`config.mk`:
```
export PLATFORM = sky130hd
export DESIGN_NAME = writeback_stage
export DESIGN_NICKNAME = d
export VERILOG_FILES = /design/src/rtl/writeback_stage.sv
export SDC_FILE = /design/constraint.sdc
export NUM_CORES = 1
export LEC_CHECK = 0
export CAP_MARGIN = 20
export CORE_ASPECT_RATIO = 2
export CORE_UTILIZATION = 54
export CTS_CLUSTER_SIZE = 16
export DETAILED_ROUTE_END_ITERATION = 8
export GPL_TIMING_DRIVEN = 0
export PLACE_DENSITY = 0.89
export SLEW_MARGIN = 10
export SYNTH_ARGS = -nofsm -noshare
export SYNTH_HDL_FRONTEND = slang
export SYNTH_SLANG_ARGS = --single-unit
```
`constraint.sdc`:
```
create_clock -name clk -period 13.1 [get_ports clk]
set_clock_uncertainty 0.15 [all_clocks]
set_input_delay 2.62 -clock clk [delete_from_list [all_inputs] [get_ports clk]]
set_output_delay 2.62 -clock clk [all_outputs]
set_load 0.1 [all_outputs]
```
`src/rtl/writeback_stage.sv`:
```
// MEM/WB pipeline register with writeback data formatting and retired-instruction counter.
// Drives the register-file write port; rd/regWrite/data/align_err decode only the WB register.
module writeback_stage #(
    parameter int unsigned RESET_PC_LINK = 8
) (
    input  logic        clk,
    input  logic        rst,
    input  logic        stall,
    input  logic        flush,
    input  logic        mem_valid,
    input  logic        mem_regWrite,
    input  logic        mem_memToReg,
    input  logic        mem_link,
    input  logic [2:0]  mem_loadType,
    input  logic [4:0]  mem_rd,
    input  logic [31:0] mem_aluResult,
    input  logic [31:0] mem_readData,
    input  logic [31:0] mem_pc,
    output logic        wb_valid,
    output logic [4:0]  rd,
    output logic        regWrite,
    output logic [31:0] data,
    output logic        align_err,
    output logic [31:0] instret
);
    localparam int unsigned XLEN   = 32;
    localparam int unsigned RIDX_W = 5;
    localparam logic [2:0] LT_LB  = 3'b001;
    localparam logic [2:0] LT_LBU = 3'b010;
    localparam logic [2:0] LT_LH  = 3'b011;
    localparam logic [2:0] LT_LHU = 3'b100;
    localparam logic [RIDX_W-1:0] LINK_REG = RIDX_W'(31);

    typedef struct packed {
        logic              valid;
        logic              reg_write;
        logic              mem_to_reg;
        logic              link;
        logic [2:0]        load_type;
        logic [RIDX_W-1:0] rd;
        logic [XLEN-1:0]   alu_result;
        logic [XLEN-1:0]   read_data;
        logic [XLEN-1:0]   pc;
    } wb_t;

    wb_t             wb_q, wb_d;
    logic [XLEN-1:0] instret_q, instret_d;

    // Next-state: flush beats stall; the departing instruction retires unless it is held.
    always_comb begin
        wb_d      = wb_q;
        instret_d = instret_q;
        if (wb_q.valid && (!stall || flush)) begin
            instret_d = instret_q + XLEN'(1);
        end
        if (flush) begin
            wb_d = '0;
        end else if (!stall) begin
            wb_d.valid      = mem_valid;
            wb_d.reg_write  = mem_regWrite;
            wb_d.mem_to_reg = mem_memToReg;
            wb_d.link       = mem_link;
            wb_d.load_type  = mem_loadType;
            wb_d.rd         = mem_rd;
            wb_d.alu_result = mem_aluResult;
            wb_d.read_data  = mem_readData;
            wb_d.pc         = mem_pc;
        end
    end

    always_ff @(posedge clk or posedge rst) begin
        if (rst) begin
            wb_q      <= '0;
            instret_q <= '0;
        end else begin
            wb_q      <= wb_d;
            instret_q <= instret_d;
        end
    end

    // Big-endian load formatting from the captured word.
    logic [7:0]      byte_sel;
    logic [15:0]     half_sel;
    logic [XLEN-1:0] load_data;
    always_comb begin
        byte_sel = 8'h00;
        case (wb_q.alu_result[1:0])
            2'd0:    byte_sel = wb_q.read_data[31:24];
            2'd1:    byte_sel = wb_q.read_data[23:16];
            2'd2:    byte_sel = wb_q.read_data[15:8];
            default: byte_sel = wb_q.read_data[7:0];
        endcase
        half_sel = wb_q.alu_result[1] ? wb_q.read_data[15:0] : wb_q.read_data[31:16];
        case (wb_q.load_type)
            LT_LB:   load_data = {{24{byte_sel[7]}}, byte_sel};
            LT_LBU:  load_data = {24'h000000, byte_sel};
            LT_LH:   load_data = {{16{half_sel[15]}}, half_sel};
            LT_LHU:  load_data = {16'h0000, half_sel};
            default: load_data = wb_q.read_data;
        endcase
    end

    // Register-file write port.
    logic              align_err_c;
    logic [RIDX_W-1:0] rd_c;
    logic              reg_write_c;
    logic [XLEN-1:0]   data_c;
    always_comb begin
        align_err_c = wb_q.valid && wb_q.mem_to_reg && !wb_q.link
                      && (wb_q.load_type == LT_LH || wb_q.load_type == LT_LHU)
                      && wb_q.alu_result[0];
        rd_c        = wb_q.link ? LINK_REG : wb_q.rd;
        reg_write_c = wb_q.valid && (wb_q.link || wb_q.reg_write) && !align_err_c
                      && (rd_c != '0);
        if (wb_q.link) begin
            data_c = wb_q.pc + XLEN'(RESET_PC_LINK);
        end else if (wb_q.mem_to_reg) begin
            data_c = load_data;
        end else begin
            data_c = wb_q.alu_result;
        end
    end

    assign wb_valid  = wb_q.valid;
    assign rd        = rd_c;
    assign regWrite  = reg_write_c;
    assign data      = data_c;
    assign align_err = align_err_c;
    assign instret   = instret_q;

endmodule

```
# After elaboration in Yosys (flattened, before gate mapping)
# Index checks and enable logic that the tools add are counted.
# totals
ff_bits,140
latch_bits,0
mem_bits_rw,0
romBits,0
inputBits,112
wordCells,43
n_memories,0
# op_classes
n_addsub,2
mul,0
div,0
magnitude_cmp,0
eq_ne,7
n_shift,0
mux,8
n_bitwise,0
n_reduce_logical,16
# ops
cell,count
$mux 108,2
$pmux 32 s4,1
$mux 32,2
$add 32x1->32 const B,1
$add 32x4->32 const B,1
$pmux 8 s3,1
$mux 16,1
$logic_and 1x1->1,8
$eq 3x2->1 const B,2
$mux 5,1
$reduce_bool 5->1,1
$eq 3x1->1 const B,1
$eq 3x3->1 const B,1
$logic_not 1->1,3
$logic_or 1x1->1,3
$eq 2x1->1 const B,1
$eq 2x2->1 const B,1
$logic_not 2->1,1
$ne 2x1->1 const B,1

# Logic depth before layout (Yosys ltp)
# logic_depth
word_depth,7
mapped_depth,7
depth_no_buf,6

# Worst setup path after synthesis
# OpenSTA, ideal clock, no wires.
# synth_timing
kind,reg2out
startpoint,reg wb_q[101] (netlist bit)
endpoint,out data[3]
arrival_ns,3.805
path_slack_ns,6.525
stages_incl_launch_ff,6
n_path_buf,1
cell_sequence,dfrtp_1 > clkbuf_1 > or3b_2 > a21oi_1 > a221oi_1 > a211oi_1
# synth_via
elab_chain_len,4
elab_cells_between_ends,7
cone_classes,eq/ne: 4; mux: 3
# synth_lines
item,line,rtl
from (decl),46,"wb_t wb_q, wb_d;"
from (signal assigned),76,wb_q <= wb_d;
$eq 3x3->1 (tied with other cells),94,case (wb_q.load_type)
$pmux 32 s4 (*),94,
$mux 32 (*),117,end else if (wb_q.mem_to_reg) begin
$mux 32 (*),115,if (wb_q.link) begin
to (decl),22,"output logic [31:0] data,"
# Every way passes the cells marked *; elsewhere a longest branch is shown, timed or not.

# Worst setup path in the final report
# Ends and elaborated chain as after synthesis.

==> impl_results.md <==
* Initial drt markers at 470
* Max Buffers Root-to-Sink at 2
* Number of storage elements in the synthesis netlist at 140
* Number of gates resized after CTS at 0
* Final critical-path share of the clock period at 51.99%
* Count of distinct cell types in the synthesized netlist at 48
* Compound-gate portion of the synthesized area at 9.261%
* Post-detailed-route via-to-cell ratio at 6.069
* Drt drc at 18
* Pins Over Slew Limit at 0
* Headroom to the max-slew limit at 29.40%
* Avg Synthesized Cell Area at 10.14 um2
* End-of-flow core utilization at 75.85%
* Crit path kind: flip-flop to output port
* Clock latency on the worst-skew pair at 0.43 ns
* Die span in y at 166.5 um
* WP data required at 10.33 ns
* Setup repair after global routing missed its margin: false
* Peak fanout along the critical path at 10
* Worst Setup Start Kind: flip-flop
* HPWL after detailed placement at 17110 um
* First-pass GRT wire length at 35710 um
* Die Footprint at 14030 um2
* Cell at the root of the clock tree: clkbuf_16
* CP endpoint kind: output port
* PnR Total Power at 0.001362 W
* Share of post-route cells with drive strength above 1 at 6.096%
* Endpoints failing setup at 0
* Average wire per cell in the routed design at 21.38 um
* Count of buffers inserted at the top-level ports at 181
* Hold/Removal Path Class: flip-flop to flip-flop
* CTS tree: yes
* Worst EP arrival at 4.04 ns
* Postcts setup bufs at 0
* Accumulated negative setup slack at 0 ns
* Diode count at 0
* Maximum number of pins on one net before global-route repair at 81
* Die W at 84.27 um
* Clock-pin slew of the registers on the worst-case setup and hold paths at 0.06 ns
* Synthesized-area fraction occupied by adder cells at 0.3423%
* Result of the run: finished with violations
* Total clock buffers created by CTS at 17
* Count of final hold-check violations at 0
* Count of max-cap constraint violations at 0
* Final routed wirelength across all metal layers at 23240 um
* DP Cell Count at 1055
* Min Tclk post-route at 6.810 ns
* Fill cell instance count of the final layout at 859
* Synth warnings at 0
* H-Tree Level Count at 4
* Number of iterations in the first detailed-routing pass at 7
* Area of the core at 13140 um2
* Synth-to-Final Area Change at 36.36%
* Leading cell types in the layout, fill and taps excluded: clkdlybuf4s50_1 (181), dfrtp_1 (140), nor2_1 (135), mux2i_1 (116), xnor2_1 (32)
* Number of nets with antenna violations after detailed routing at 0
* Syn Inst Count at 721
* Proportion of synthesized chip area in sequential cells at 47.93%
* Gr usage total at 33.77%
* Pwr dens at 136.7 nW/um2
* Final GP Congestion at 1.030
* Leak pwr at 4.432 nW
* Number of standard cells in the layout, taps in and fillers out at 1087
* Number of antenna violations at the first check in global routing at 0
* # clock sinks at 140
* Most common cell after layout, fill and taps aside: clkdlybuf4s50_1
* Number of global-route vias before repair at 6840
* Combinational family with the most area after synthesis: multiplexers
* Std-Cell Rows at 59
* GR Overflow Total at 0
* Highest achievable clock rate at 146.8 MHz
* Violated checks: DRC
* Max VDD drop at 122.8 uV
* Post-synthesis net count at 835
* Transition time at the pin with the least slew margin at 1.056 ns
* Simple logic cell fraction of the synthesized area at 16.26%
* Parity-gate share of the synthesized area counting xor and xnor cells at 7.189%
* Final nets at 1036
* Vias after detailed routing at 6597
* Starting Density at 55.63%
* Netlist area before placement at 7310 um2
* Total I/O pin count at 184
* Portion of netlist area occupied by mux cells at 16.35%
* Count of hold buffers inserted by post-cts repair at 0
[worst max-delay path: stages, from the launching register on]
cell and delay, ns:
dfrtp_1 0.35, clkbuf_1 0.23, or3b_2 0.59, a21oi_1 0.53
a221oi_1 0.28, a211oi_1 0.42, clkdlybuf4s50_1 1.22
[metal layers]
metal  part of all wire (%)  wire length, um  track usage [%]  vias up
met2                     53            12340            60.55      351
met1                     33             7718            34.30     3175
met4                    7.5             1749            24.81        0
met3                    6.2             1430            6.244      108
met5                      0                0                0        -
li1                       -                -                -     2963
[synthesized netlist by cell type (all sizes together)]
cell / n / area [um2]
nand4b: 1 / 8.760
buf: 18 / 86.33
xnor2: 32 / 280.3
nand2b: 1 / 6.260
o311ai: 1 / 26.28
a21oi: 20 / 100.1
o22a: 1 / 10.01
a31oi: 1 / 6.260
nor2: 135 / 506.7
mux2: 1 / 11.26
mux2i: 116 / 1161
mux4: 1 / 22.52
ha: 2 / 25.02
nor3b: 2 / 15.01
a221oi: 14 / 122.6
or2: 6 / 37.54
o22ai: 20 / 125.1
nor4b: 1 / 15.01
nor3: 4 / 25.02
or4b: 1 / 13.76
nor2b: 2 / 12.51
a21boi: 1 / 7.510
o2bb2ai: 1 / 8.760
a22oi: 2 / 15.01
nand2: 28 / 105.1
nor4: 1 / 6.260
and3: 9 / 56.30
a2111oi: 2 / 17.52
and2: 6 / 37.54
or3b: 1 / 8.760
xor2: 28 / 245.2
or3: 3 / 21.27
or4: 1 / 7.510
and4: 9 / 80.08
and4bb: 1 / 12.51
dfrtp: 140 / 3503
o21ai: 31 / 155.2
clkbuf: 24 / 90.09
a21o: 1 / 7.510
nand3: 15 / 75.07
nand4: 22 / 137.6
inv: 5 / 18.77
a211oi: 10 / 75.07
[cell type report]
class                   instances  area, um2  area share, %
plain buffers                  42      176.4          1.770
clock buffers                  19      432.9          4.343
clock inverters                13      190.2          1.908
inverters                       5      23.77         0.2385
multi-input cells             534       3611          36.23
flip-flops and latches        140       3503          35.15
well taps                     152      190.2          1.908
repair buffers                182       1839          18.45
[worst paths after layout]
kind | cells past startpoint | end | slack, ns | from
min in group asynchronous | 2 | instret[31] | 2.47 | rst
max in group asynchronous | 3 | wb_q[65] | 9.55 | rst
worst min register to register | 1 | instret[31] | 0.32 | instret[31]
worst min-delay path | 1 | instret[31] | 0.32 | instret[31]
worst max register to register | 5 | instret[29] | 10.70 | wb_valid
worst max-delay path | 6 | data[3] | 6.29 | wb_q[101]
[registers in the layout, indices dropped and copies added, names as in the netlist]
name and cells:
wb_valid 1, instret 32, wb_q 107
[per-stage QoR]
stage	area (um2)	hold slack [ns]	worst slack, ns
2_1_floorplan	7310	0.3327	6.525
3_3_place_gp	9311	0.3086	4.765
3_5_place_dp	9344	0.3139	6.812
4_1_cts	9967	0.3264	6.372
5_1_grt	9967	0.3411	6.240
6_report	9967	0.3162	6.290
[cell families (layout without fill, tap and decap cells)]
group                      count (synthesis)  count (layout)
AOI/OAI and AO/OA                        105             105
xor gates and xnor gates                  60              60
adders and majority gates                  2               2
buffers and inverters                     47             261
DFF                                      140             140
muxes                                    118             118
and+or+nand+nor                          249             249
[report_power, final]
| part | switching [W] | internal (W) | leakage (nW) |
|---|---|---|---|
| clock network | 0.000192 | 0.000320 | 0.302 |
| logic | 0.000250 | 0.000111 | 2.26 |
| registers | 0.0000309 | 0.000458 | 1.87 |
| total | 0.000473 | 0.000890 | 4.43 |
Note: power is estimated with default switching activity, not from simulation.
